$ cat config.mk
export PLATFORM = sky130hd
export DESIGN_NAME = cam_rgb444_capture
export DESIGN_NICKNAME = d
export VERILOG_FILES = /design/src/rtl/cam_rgb444_capture.sv
export SDC_FILE = /design/constraint.sdc
export NUM_CORES = 1
export LEC_CHECK = 0
export BUFFER_PORTS_ARGS = -buffer_cell sky130_fd_sc_hd__buf_2
export CAP_MARGIN = 5
export CORE_ASPECT_RATIO = 1.2
export CORE_MARGIN = 2
export CORE_UTILIZATION = 60
export DETAILED_ROUTE_END_ITERATION = 10
export PLACE_DENSITY = 0.78
export SYNTH_ARGS = -nofsm -noshare
export SYNTH_HDL_FRONTEND = slang
export SYNTH_SLANG_ARGS = --single-unit
$ cat constraint.sdc
create_clock -name clk -period 8.05 [get_ports clk]
set_input_delay 2.0125 -clock clk [delete_from_list [all_inputs] [get_ports clk]]
set_output_delay 2.0125 -clock clk [all_outputs]
set_load 0.05 [all_outputs]
$ cat src/rtl/cam_rgb444_capture.sv
// Camera byte-stream capture: two RGB444 bytes per pixel into a
// registered pixel-write stream, with optional 2:1 decimation.
module cam_rgb444_capture #(
  parameter int CAM_DATA_WIDTH = 12,
  parameter int CAM_LINE       = 9,
  parameter int CAM_PIXEL      = 10
) (
  input  logic                      clk,
  input  logic                      rst_n,
  input  logic                      i_enable,
  input  logic                      i_decimate,
  input  logic                      i_pclk_en,
  input  logic                      i_vsync,
  input  logic                      i_href,
  input  logic [7:0]                i_data,
  output logic                      o_we,
  output logic [CAM_DATA_WIDTH-1:0] o_data,
  output logic [CAM_LINE-1:0]       o_line,
  output logic [CAM_PIXEL-1:0]      o_pixel,
  output logic [CAM_LINE-1:0]       o_imag_depth,
  output logic [CAM_PIXEL-1:0]      o_imag_width,
  output logic                      o_imag_resized,
  output logic                      o_frame_done
);

  typedef enum logic [1:0] {
    WAIT_FRAME = 2'd0,
    ACTIVE     = 2'd1,
    VBLANK     = 2'd2
  } state_t;

  state_t state;
  state_t state_nxt;

  logic                 vs_q;
  logic                 hr_q;
  logic                 phase;
  logic [3:0]           r_nib;
  logic [CAM_PIXEL:0]   raw_pix;
  logic [CAM_LINE:0]    raw_line;
  logic [CAM_PIXEL-1:0] cur_w;
  logic [CAM_PIXEL-1:0] max_w;
  logic [CAM_LINE-1:0]  lines;

  logic                 q;
  logic                 vs_fall;
  logic                 vs_rise;
  logic                 href_eff;
  logic                 in_act;
  logic                 line_close;
  logic                 pix_done;
  logic                 dec_ok;
  logic                 wr_ok;
  logic                 frame_start;
  logic                 frame_end;
  logic [CAM_PIXEL-1:0] w_fin;
  logic [CAM_LINE-1:0]  d_fin;
  logic [CAM_PIXEL-1:0] pix_idx;
  logic [CAM_LINE-1:0]  line_idx;

  always_ff @(posedge clk) begin
    if (!rst_n) state <= WAIT_FRAME;
    else        state <= state_nxt;
  end

  always_comb begin
    state_nxt = state;
    if (!i_enable) begin
      state_nxt = WAIT_FRAME;
    end else begin
      unique case (state)
        WAIT_FRAME: if (vs_fall) state_nxt = ACTIVE;
        ACTIVE:     if (vs_rise) state_nxt = VBLANK;
        VBLANK:     if (vs_fall) state_nxt = ACTIVE;
        default:    state_nxt = WAIT_FRAME;
      endcase
    end
  end

  // vsync masks href so blanking data never reaches the pixel path
  always_comb begin
    q           = i_pclk_en & i_enable;
    vs_fall     = q & vs_q & ~i_vsync;
    vs_rise     = q & ~vs_q & i_vsync;
    href_eff    = i_href & ~i_vsync;
    in_act      = (state == ACTIVE);
    line_close  = q & in_act & hr_q & ~href_eff;
    pix_done    = q & in_act & href_eff & phase;
    dec_ok      = ~o_imag_resized | (~raw_pix[0] & ~raw_line[0]);
    wr_ok       = pix_done & ~raw_pix[CAM_PIXEL]
                & ~raw_line[CAM_LINE] & dec_ok;
    frame_start = vs_fall & ~in_act;
    frame_end   = vs_rise & in_act;
    w_fin       = (cur_w > max_w) ? cur_w : max_w;
    d_fin       = lines;
    if (cur_w != '0 && lines != '1) d_fin = lines + 1'b1;
    pix_idx     = raw_pix[CAM_PIXEL-1:0];
    line_idx    = raw_line[CAM_LINE-1:0];
    if (o_imag_resized) begin
      pix_idx  = {1'b0, raw_pix[CAM_PIXEL-1:1]};
      line_idx = {1'b0, raw_line[CAM_LINE-1:1]};
    end
  end

  always_ff @(posedge clk) begin
    if (!rst_n) begin
      vs_q           <= 1'b0;
      hr_q           <= 1'b0;
      phase          <= 1'b0;
      r_nib          <= '0;
      raw_pix        <= '0;
      raw_line       <= '0;
      cur_w          <= '0;
      max_w          <= '0;
      lines          <= '0;
      o_we           <= 1'b0;
      o_data         <= '0;
      o_line         <= '0;
      o_pixel        <= '0;
      o_imag_depth   <= '0;
      o_imag_width   <= '0;
      o_imag_resized <= 1'b0;
      o_frame_done   <= 1'b0;
    end else begin
      o_we         <= 1'b0;
      o_frame_done <= 1'b0;
      if (i_pclk_en) begin
        vs_q <= i_vsync;
        hr_q <= href_eff;
      end
      if (frame_start) begin
        o_imag_resized <= i_decimate;
        raw_line       <= '0;
        raw_pix        <= '0;
        phase          <= 1'b0;
        cur_w          <= '0;
        max_w          <= '0;
        lines          <= '0;
      end else if (q && in_act) begin
        if (href_eff) begin
          phase <= ~phase;
          if (!phase)                  r_nib   <= i_data[3:0];
          else if (!raw_pix[CAM_PIXEL]) raw_pix <= raw_pix + 1'b1;
        end else begin
          phase <= 1'b0;
        end
        // line bookkeeping is folded in at href fall or vsync rise
        if (line_close) begin
          raw_pix <= '0;
          cur_w   <= '0;
          max_w   <= w_fin;
          lines   <= d_fin;
          if (raw_pix != '0 && !raw_line[CAM_LINE])
            raw_line <= raw_line + 1'b1;
        end
        if (wr_ok) begin
          o_we    <= 1'b1;
          o_data  <= {r_nib, i_data};
          o_pixel <= pix_idx;
          o_line  <= line_idx;
          if (cur_w != '1) cur_w <= cur_w + 1'b1;
        end
        if (frame_end) begin
          o_frame_done <= 1'b1;
          if (d_fin != '0) begin
            o_imag_depth <= d_fin;
            o_imag_width <= w_fin;
          end
        end
      end
    end
  end

endmodule
After elaboration in Yosys (flattened, before gate mapping)
Cells that the tools add are included.

word-level totals
  bits in writable memories = 0
  memories = 0
  latch bits = 0
  bits in registers = 112
  logic and storage cells = 101
  bits in read-only memories = 0

operators by class
  shift-type cells = 0
  magnitude comparators = 1
  bitwise operators = 31
  div/mod/pow operators = 0
  eq/ne operators = 7
  reduce and logical (&&, ||, !) cells = 22
  mux-type cells = 17
  multipliers = 0
  add/subtract/negate cells = 4

operators by type and width
  operator                 count
  $mux W10                 5
  $mux W11                 4
  $add A10 B1 Y10 const B  2
  $mux W9                  2
  $and A1 B1 Y1            17
  $not A1 Y1               13
  $reduce_and A4 Y1        3
  $add A11 B1 Y11 const B  1
  $reduce_bool A11 Y1      1
  $gt A10 B10 Y1           1
  $ne A10 B10 Y1 const B   1
  $reduce_bool A10 Y1      1
  $add A9 B1 Y9 const B    1
  $ne A9 B9 Y1 const B     1
  $reduce_and A3 Y1        3
  $reduce_bool A9 Y1       1
  $reduce_and A2 Y1        3
  $mux W2                  2
  $ne A2 B1 Y1 const B     2
  $pmux W2 S2              1
  $reduce_bool A2 Y1       2
  $reduce_or A2 Y1         2
  $logic_and A1 B1 Y1      3
  $mux W1                  3
  7 further kinds          7

Longest topological paths before layout
Gate-level depths: netlist (run 1).

  depth in word-level cells = 8
  gate-level depth with buffers = 12

Worst setup path before layout (run 1)
Ideal clock, no wire load.

  path type = input to register
  start point = input port i_vsync
  end point = register o_line[0]
  arrival time = 3.733 ns
  setup time = 0.137 ns
  stages on the path = 7
  path slack = 4.180 ns
  cell sequence = buf_4 nand4bb_1 or2_2 nor3_1 clkbuf_1 clkbuf_1 a211oi_1

on the way
  longest elaborated chain between the ends = 8
  elaborated cells between the ends (all ways) = 11
  those cells by class = 10 x bitwise; 1 x reduce/logical

ends and longest elaborated chain
  what                           RTL line  source
  start: declaration             13        input logic i_vsync,
  $not A1 Y1 *                   83, 85
  $and A1 B1 Y1                  85        href_eff = i_href & ~i_vsync;
  $and A1 B1 Y1 (2 in a row)     88        pix_done = q & in_act & href_eff & phase;
  $and A1 B1 Y1                  90        wr_ok = pix_done & ~raw_pix[CAM_PIXEL]
  $and A1 B1 Y1 (2 in a row)     91        & ~raw_line[CAM_LINE] & dec_ok;
  $reduce_and A3 Y1 (no line) *  n/a
  end signal: assignment         160       o_line <= line_idx;
  end: declaration               18        output logic [CAM_LINE-1:0] o_line,

Mark *: on every way between the ends. The rest lies on a longest branch, timed or not.
A chain may end at the register's enable or synchronous reset.

Final worst setup path (run 1)
  start point = input port i_pclk_en
  end point = register o_pixel[0]

on the way
  longest elaborated chain between the ends = 8
  elaborated cells between the ends (all ways) = 13
  those cells by class = 11 x bitwise; 2 x reduce/logical

ends and longest elaborated chain
  what                           RTL line  source
  start: declaration             12        input logic i_pclk_en,
  $and A1 B1 Y1 *                82        q = i_pclk_en & i_enable;
  $and A1 B1 Y1 (3 in a row)     88
  $and A1 B1 Y1                  90
  $and A1 B1 Y1 (2 in a row)     91
  $reduce_and A3 Y1 (no line) *  n/a
  end signal: assignment         159       o_pixel <= pix_idx;
  end: declaration               19        output logic [CAM_PIXEL-1:0] o_pixel,

Marks and branches as above.

==> out/metrics.csv, run 1 <==
metric,value,unit
area delta synth->final,10.3,%
total track usage,24.8,%
number of synthesized register bits,112,
ant diodes,0,
vias in the first global route,4490,
DR pass1 iterations,5,
most frequent cells in the layout,"dfxtp_1, nor2_1, nand2_1",
first-pass GRT wire length,20500,microns
Clock Latency Late Sink,0.38,ns
post-synthesis mux area share,8.90,%
Final Slew Violations,0,
CP bufs+invs,2,
DRT iter0 DRCs,281,
complex-gate fraction of the synthesized area,17.1,%
Worst Hold End,o_imag_width[0],
row count,38,
initial antenna violation count,0,
leading area contributor after synthesis,dfxtp_1,
Gate Count Post-Synth,655,
layout cells sized above 1,15.1,%
routability cong.,0.870,
cell area after placement,5890,sq um
simple-gate share of the synthesized area,21.5,%
Post-synth ARST share,0,%
final core occ,67.9,%
"Setup Fix Bufs, Post-CTS",0,
Min Hold Slack,0.459,ns
TritonCTS Buffers,9,
critical path's top delay family,simple AND/OR/NAND/NOR gates,
WP data required,8.30,ns
Detail Route Antenna Nets,0,
Ys Warns,0,
Netlist cell types,58,
Tot Pwr,0.990,mW
status,"finished, final reports clean",
largest net degree at the start of global routing,47,
reg-to-reg startpoint,lines[0],
kind of critical path,in2reg,
Final Hold Viols,0,
max-cap viol count,0,
met2 usage,42.6,%
Finished Cell Area,6140,sq um
routed length per instance,15.2,microns
Starting Density,61.6,%
top_reg_cell synth,dfxtp_1,
cell area after synthesis,5560,sq um
syn avg cell area,8.49,sq um
"Seq/Total Area, Yosys",40.3,%
input/output buffers,67,
vias per inst,5.90,
hold_buf cts,0,
pre-CTS WS,3.21,ns
drt drc,0,
min cycle time layout,4.41,ns
met1 GRT Util,31.3,%
Placed Cells,806,
post-synthesis adder-cell area fraction,3.82,%
Final TNS setup,0,ns
GRT Max-Usage Layer,met2,
Max-slew headroom,25.4,%
most area-consuming cells after synthesis,"dfxtp_1, mux2i_1, nor2_1",
nets@finish,729,
total wire length,12500,microns
Worst Path Max Fanout,30,
Post-synth EDFFs,0,
DIE HEIGHT,109,microns
RSZ-0062 raised after global routing,false,
DPL Wire Length,8780,microns
Core ar.,9030,sq um
flop2flop setup slack,4.75,ns
hold_sp,o_imag_width[0],
"most common cell after layout, fill and taps aside",dfxtp_1,
# clock sinks,112,
slowest CP cell,nor3_2,
final cell count without fillers,822,
Slew @ Worst Pin,1.11,ns
crit end category,flop,
skew final,0.00745,ns
main combinational cell family by area after synthesis,simple AND/OR/NAND/NOR gates,
worst-case clock buffer depth,2,
Max Freq,227,MHz
period utilisation layout,54.8,%
reg2reg end,o_imag_width[3],
num ports,68,
die width,91.9,microns
Yosys top cell area share,40.3,%
DIE AREA,10100,sq um
CTS tree,built,
XOR/XNOR share of the synthesized area,3.31,%
worst hold path class,reg2reg,
Resize count post-CTS,0,
critical-path cell list,buf_2 > nand4b_1 > or2_2 > nor3_2 > buf_4 > o211ai_1 > o21ai_1 > nor2_1,
H-tree depth,3,
max incr delay on CP,0.85,ns
root buf cell,clkbuf_8,
VDD IR max,0.130,mV
WP data arrival,4.67,ns
Setup crit start kind,input port,
post-synth net total,687,
final setup fails,0,
Final WS setup,3.64,ns
pwr dens,161,nW/um^2
"Remaining Overflow, GRT",0,
routing usage on met3,4.59,%
via count,4847,
hold path cells,2,
Worst R2R Path Depth,10,
clock-pin slew on the worst setup and hold paths,0.10,ns
leakage,2.40,nW
==> layer usage <==
metal	up-vias	wire [microns]
li1	2407	-
met4	0	229
met2	155	6120
met3	24	658
met5	-	0
met1	2261	5470
==> flip-flops by register name, indices dropped and copies added (netlist names), 2 cells and up <==
register and cells:
raw_line 10, cur_w 10, raw_pix 11, o_pixel 10
state 2, o_line 9, o_imag_width 10, o_data 12
lines 9, o_imag_depth 9, max_w 10, r_nib 4
==> worst reg2reg max path, cell delays in order, from the launching register on <==
cell	delay (ns)
dfxtp_1	0.39
ha_1	0.26
nand3_1	0.09
nor2_1	0.04
ha_1	0.24
nand4b_1	0.31
a31oi_1	0.43
a21oi_1	0.16
and3b_1	0.34
a31o_1	0.71
mux2i_1	0.28
==> cells by family (layout without fill, tap and decap cells) <==
| logic type | count (synthesis) | after routing |
|---|---|---|
| compound gates | 144 | 144 |
| xor+xnor | 21 | 21 |
| fa+ha+maj | 17 | 17 |
| buf+inv | 65 | 112 |
| flops | 112 | 112 |
| mux | 49 | 49 |
| simple gates | 247 | 247 |
==> worst max-delay path by stage <==
| stage | from | to | slack, ns | cells past startpoint |
|---|---|---|---|---|
| floorplan | i_vsync | o_line[0] | 4.18 | 7 |
| global route | i_pclk_en | o_pixel[3] | 3.28 | 7 |
| global placement | i_pclk_en | o_pixel[0] | 3.33 | 8 |
| detailed placement | i_pclk_en | o_pixel[0] | 3.21 | 8 |
| finish | i_pclk_en | o_pixel[0] | 3.64 | 8 |
| CTS | i_pclk_en | o_pixel[3] | 3.63 | 7 |
==> synthesized netlist by cell type, drive strengths merged, types with 2 or more instances <==
master / n
or3: 4
a211oi: 33
clkbuf: 33
a211o: 3
nor2b: 4
o21ai: 31
buf: 6
xnor2: 4
and2: 5
nor2: 85
mux2i: 45
nand2b: 4
nor3b: 2
nor3: 13
nand4b: 3
nand3: 16
and3: 10
o21a: 3
nor4: 4
nand2: 68
and4b: 2
dfxtp: 112
nor4b: 3
or2: 3
mux2: 4
nand4: 15
a31o: 4
xor2: 17
o211ai: 2
a21oi: 40
a31oi: 10
a21o: 2
or4: 3
o31ai: 2
inv: 26
ha: 17
o32ai: 9
==> area by class of cell <==
class	count	area (sq um)
multi-input combinational	478	3050
fill	739	2900
sequential	112	2240
timing repair buffer	70	358
tap	120	150
clock buffer	10	128
clock inverter	6	115
inverter	26	97.6
==> where the power goes <==
| group | total (mW) | switching, mW | internal, mW |
|---|---|---|---|
| Clock | 0.400 | 0.192 | 0.208 |
| Combinational | 0.0314 | 0.0236 | 0.00780 |
| Sequential | 0.558 | 0.00180 | 0.556 |
| Total | 0.990 | 0.217 | 0.772 |
Power figures use the tool's default switching activity.
==> inputs of run 2 (changes only) <==
- ABC_AREA: default -> 1
- CORE_UTILIZATION: 60 -> 52
- PLACE_DENSITY: 0.78 -> 0.72
- clock period: 8.05 -> 3.8 ns (I/O delays scaled with it)
==> out/metrics.csv, run 2 <==
metric,value,unit
routability cong.,0.847,
Tot Pwr,2.22,mW
Setup crit start kind,flop,
Final TNS setup,0,ns
simple-gate share of the synthesized area,28.2,%
Core ar.,10100,sq um
cell area after synthesis,5400,sq um
max-cap viol count,0,
initial antenna violation count,0,
kind of critical path,reg2reg,
Detail Route Antenna Nets,0,
Post-synth ARST share,0,%
final core occ,60.9,%
main combinational cell family by area after synthesis,simple AND/OR/NAND/NOR gates,
XOR/XNOR share of the synthesized area,0.811,%
WP data arrival,3.00,ns
max FFs per register,12,
"Remaining Overflow, GRT",0,
"Seq/Total Area, Yosys",41.5,%
crit end category,flop,
ant diodes,0,
top_reg_cell synth,dfxtp_1,
DIE HEIGHT,116,microns
leading area contributor after synthesis,dfxtp_1,
DPL Wire Length,9100,microns
total wire length,12600,microns
clock power share,44.7,%
Reg with most FFs,o_data,
total track usage,23.2,%
post-synthesis mux area share,0,%
# clock sinks,112,
Starting Density,53.7,%
pre-CTS WS,0.924,ns
Comb power frac,2.4,%
Placed Cells,932,
final setup fails,0,
switching part of the total,22.7,%
Max-slew headroom,48.3,%
first-pass GRT wire length,21700,microns
CTS tree,built,
Final Hold Viols,0,
Worst Path Max Fanout,34,
leakage,2.77,nW
Post-synth EDFFs,0,
RSZ-0062 raised after global routing,false,
"top cells by count, synth","nand2_1, dfxtp_1, nor2_1, inv_1, a21oi_1",
post-synthesis adder-cell area fraction,3.94,%
H-tree depth,3,
via count,5092,
DRT iter0 DRCs,207,
number of synthesized register bits,112,
Finished Cell Area,6120,sq um
VDD IR max,0.293,mV
pwr dens,362,nW/um^2
largest net degree at the start of global routing,58,
input/output buffers,67,
area of the multi-input gates,2690,sq um
layout cells sized above 1,14.4,%
die width,97.1,microns
Resize count post-CTS,0,
Psw,0.504,mW
area delta synth->final,13.3,%
Min Hold Slack,0.464,ns
min cycle time layout,2.75,ns
Max Freq,364,MHz
status,"finished, final reports clean",
final cell count without fillers,948,
TritonCTS Buffers,9,
Slew @ Worst Pin,0.774,ns
Gate Count Post-Synth,761,
skew final,0.00714,ns
"most common cell after layout, fill and taps aside",nand2_1,
routed length per instance,13.3,microns
Int Pwr,1.72,mW
Yosys top cell area share,41.5,%
Clock Latency Late Sink,0.35,ns
cell area after placement,5810,sq um
most area-consuming cells after synthesis,"dfxtp_1, nand2_1, a21oi_1",
FF+latch area,2240,sq um
Sequential Power Share,53.0,%
root buf cell,clkbuf_16,
most frequent cells in the layout,"nand2_1, dfxtp_1, nor2_1",
num ports,68,
complex-gate fraction of the synthesized area,16.7,%
row count,40,
nets@finish,849,
clock-pin slew on the worst setup and hold paths,0.08,ns
Netlist cell types,37,
hold_buf cts,0,
drt drc,0,
Final Slew Violations,0,
period utilisation layout,72.4,%
"Setup Fix Bufs, Post-CTS",0,
Ys Warns,0,
syn avg cell area,7.10,sq um
vias in the first global route,4790,
registers with the most flip-flops,"o_data x12, raw_pix x11",
WP data required,4.05,ns
DIE AREA,11200,sq um
Final WS setup,1.05,ns
worst hold path class,reg2reg,
"count leader, synth",nand2_1,
post-synth net total,793,
worst-case clock buffer depth,2,
vias per inst,5.37,
DR pass1 iterations,5,
Filler cells,929,
[run 2: cell types whose count changed after synthesis, sizes merged, moves of 9 or more]
cell    before  now
a211oi      33    3
a21oi       40   81
and3        10    0
clkbuf      33   15
inv         26   89
mux2i       45    0
nand2       68  149
nand3       16   59
nand4       15    5
nor2        85   98
o21ai       31   56
o22ai        0   18
o32ai        9    0
xor2        17    4
[run 2: cell families after synthesis]
kind of cell / count (synthesis)
simple gates: 338
fa+ha+maj: 17
xor+xnor: 5
buf+inv: 119
flops: 112
compound gates: 170
[run 2: worst max-delay path, cell delays in order (launching register included)]
cell and delay [ns]:
dfxtp_1 0.34, ha_1 0.27, nand2_1 0.12, inv_1 0.04, nand3_1 0.11, nor3_1 0.06
ha_1 0.20, nor2_1 0.13, nand3_1 0.10, nor2_1 0.13, nand3_1 0.09, nand2_1 0.16
nand2_1 0.07, nor2_1 0.12, nand2_2 0.35, a21oi_1 0.27, nor2_1 0.07
[run 2: power groups by stage]
| stage | registers, mW | logic, mW | clock network (mW) |
|---|---|---|---|
| CTS | 1.18 | 0.0526 | 1.01 |
| floorplan | 1.20 | 0.0322 | 0 |
| finish | 1.18 | 0.0525 | 0.992 |
| global placement | 1.20 | 0.0516 | 0 |
| detailed placement | 1.20 | 0.0523 | 0 |
| global route | 1.18 | 0.0585 | 1.06 |
[run 2: final timing paths]
path	cells past startpoint	startpoint	to	slack, ns
worst min-delay path	2	state[1]	state[1]	0.46
worst max-delay path	16	lines[0]	o_imag_depth[1]	1.05
worst max register to register	16	lines[0]	o_imag_depth[1]	1.05
worst min register to register	2	state[1]	state[1]	0.46
[run 2: cell type report]
type                    count  share of cell area [%]
clock buffers               9                    3.68
clock inverters             7                    1.41
multi-input cells         530                    43.9
flip-flops and latches    112                    36.6
well taps                 126                    2.57
inverters                  90                    5.52
repair buffers             74                    6.33
[run 2: layer usage]
metal | global-route usage [%] | up-vias | routed length (microns)
met4 | 8.83 | 0 | 274
li1 | - | 2631 | -
met5 | 0 | - | 0
met1 | 27.9 | 2310 | 5520
met3 | 4.89 | 21 | 567
met2 | 41.0 | 130 | 6200
==> inputs of run 3 (changes only) <==
- clock period: 3.8 -> 2.5 ns (I/O delays scaled with it)
==> out/metrics.csv, run 3 (same netlist as run 2, synthesis figures left out) <==
metric,value,unit
status,"finished, final reports clean",
most frequent cells in the layout,"nand2_1, dfxtp_1, nor2_1",
Clock Latency Late Sink,0.35,ns
final setup fails,0,
initial antenna violation count,0,
Max Freq,410,MHz
Slew @ Worst Pin,0.463,ns
pre-CTS WS,0.00415,ns
Worst Path Max Fanout,17,
total wire length,13600,microns
hold_buf cts,0,
Min Hold Slack,0.469,ns
VDD IR max,0.295,mV
skew final,0.00847,ns
first-pass GRT wire length,22000,microns
Filler cells,882,
nets@finish,865,
Starting Density,53.7,%
total track usage,23.5,%
WP data arrival,2.68,ns
CTS tree,built,
worst hold path class,reg2reg,
min cycle time layout,2.44,ns
hold_sp,state[1],
"Remaining Overflow, GRT",0,
drt drc,0,
crit end category,flop,
kind of critical path,reg2reg,
via count,5278,
routed length per instance,14.1,microns
"most common cell after layout, fill and taps aside",nand2_1,
Finished Cell Area,6410,sq um
DPL Wire Length,9140,microns
H-tree depth,3,
ant diodes,0,
clock-pin slew on the worst setup and hold paths,0.07,ns
vias in the first global route,4892,
CP startpoint,lines[1],
DRT iter0 DRCs,215,
TritonCTS Buffers,9,
period utilisation layout,97.5,%
area delta synth->final,18.6,%
input/output buffers,67,
pwr dens,510,nW/um^2
cell area after placement,5890,sq um
worst-case clock buffer depth,2,
num ports,68,
Setup crit start kind,flop,
Reg with most FFs,o_data,
row count,40,
layout cells sized above 1,18.3,%
Final Hold Viols,0,
leakage,2.89,nW
DIE AREA,11200,sq um
reg-to-reg startpoint,lines[1],
Max-slew headroom,69.1,%
Core ar.,10100,sq um
vias per inst,5.48,
FF+latch area,2250,sq um
die width,97.1,microns
max FFs per register,12,
registers with the most flip-flops,"o_data x12, raw_pix x11",
DIE HEIGHT,116,microns
Detail Route Antenna Nets,0,
Final Slew Violations,0,
area of the multi-input gates,2790,sq um
WP data required,2.74,ns
routability cong.,0.874,
Final WS setup,0.0616,ns
# clock sinks,112,
DR pass1 iterations,4,
largest net degree at the start of global routing,53,
max-cap viol count,0,
root buf cell,clkbuf_16,
==> run 3: changes by cell type in the layout (fill, tap and decap cells not counted), moves of 3 or more <==
| cell | before | now |
|---|---|---|
| buf_4 | 7 | 18 |
| nor2_1 | 91 | 87 |
| nand3_1 | 56 | 52 |
| nor2_4 | 1 | 4 |
| clkbuf_16 | 9 | 12 |
| nand2_2 | 6 | 9 |
| nand3_2 | 2 | 5 |
| nand2_1 | 140 | 136 |
==> run 3: cell type report <==
cell class | instances | area share (%)
Timing Repair Buffer | 90 | 9.14
Tap cell | 126 | 2.46
Sequential cell | 112 | 35.1
Inverter | 90 | 5.27
Clock buffer | 12 | 4.00
Multi-Input combinational cell | 530 | 43.6
Clock inverter | 4 | 0.430
==> run 3: critical path: stages, from the launching register on <==
cell and delay [ns]:
dfxtp_4 0.37, ha_4 0.14, nand2_2 0.07, inv_2 0.08, nand3_4 0.07, nor3_4 0.20, ha_4 0.19, nor2_4 0.05
nand2_2 0.07, o21bai_1 0.13, nand2_1 0.11, nand2_2 0.12, nand3_2 0.09, nor2_4 0.13, nand2_4 0.10, clkbuf_16 0.19
a21oi_1 0.13, nor2_1 0.06
==> run 3: path summary, 6_finish.rpt <==
path / endpoint / slack (ns) / cells after the start
worst max-delay path: o_imag_width[7] / 0.06 / 17
worst min-delay path: state[1] / 0.47 / 2
worst max register to register: o_imag_width[7] / 0.06 / 17
worst min register to register: state[1] / 0.47 / 2
==> run 3: per-stage QoR <==
stage / TNS [ns] / utilization [%] / cells / power [mW]
2_1_floorplan: 0 / - / 761 / 1.88
3_3_place_gp: 0 / 58.5 / 939 / 1.91
3_5_place_dp: 0 / 58.5 / 939 / 1.91
4_1_cts: 0 / 61.4 / 955 / 3.28
5_1_grt: -0.967 / 63.7 / 964 / 3.35
6_report: 0 / 63.7 / 964 / 3.27
==> run 3: power breakdown <==
part	switching, mW	internal (mW)	leakage [nW]	total, mW
clock	0.665	0.734	0.143	1.40
sequential	0.00197	1.78	0.904	1.78
combinational	0.0579	0.0249	1.85	0.0828
total	0.725	2.54	2.89	3.27
==> run 3: what timing repair did <==
action                     4_1_cts  5_1_grt
setup buffers                    0        6
gates cloned                     0        3
pin swaps                        0       14
setup endpoints to repair        3       19
gates resized for setup          2       28
==> run 3: metal layers <==
metal,wire length [microns],GRT usage (%),share of wire [%],up-vias
li1,-,-,-,2658
met1,5660,27.3,42,2431
met2,6970,43.0,51,154
met3,606,3.56,4.5,35
met4,370,10.8,2.7,0
met5,0,0,0,-
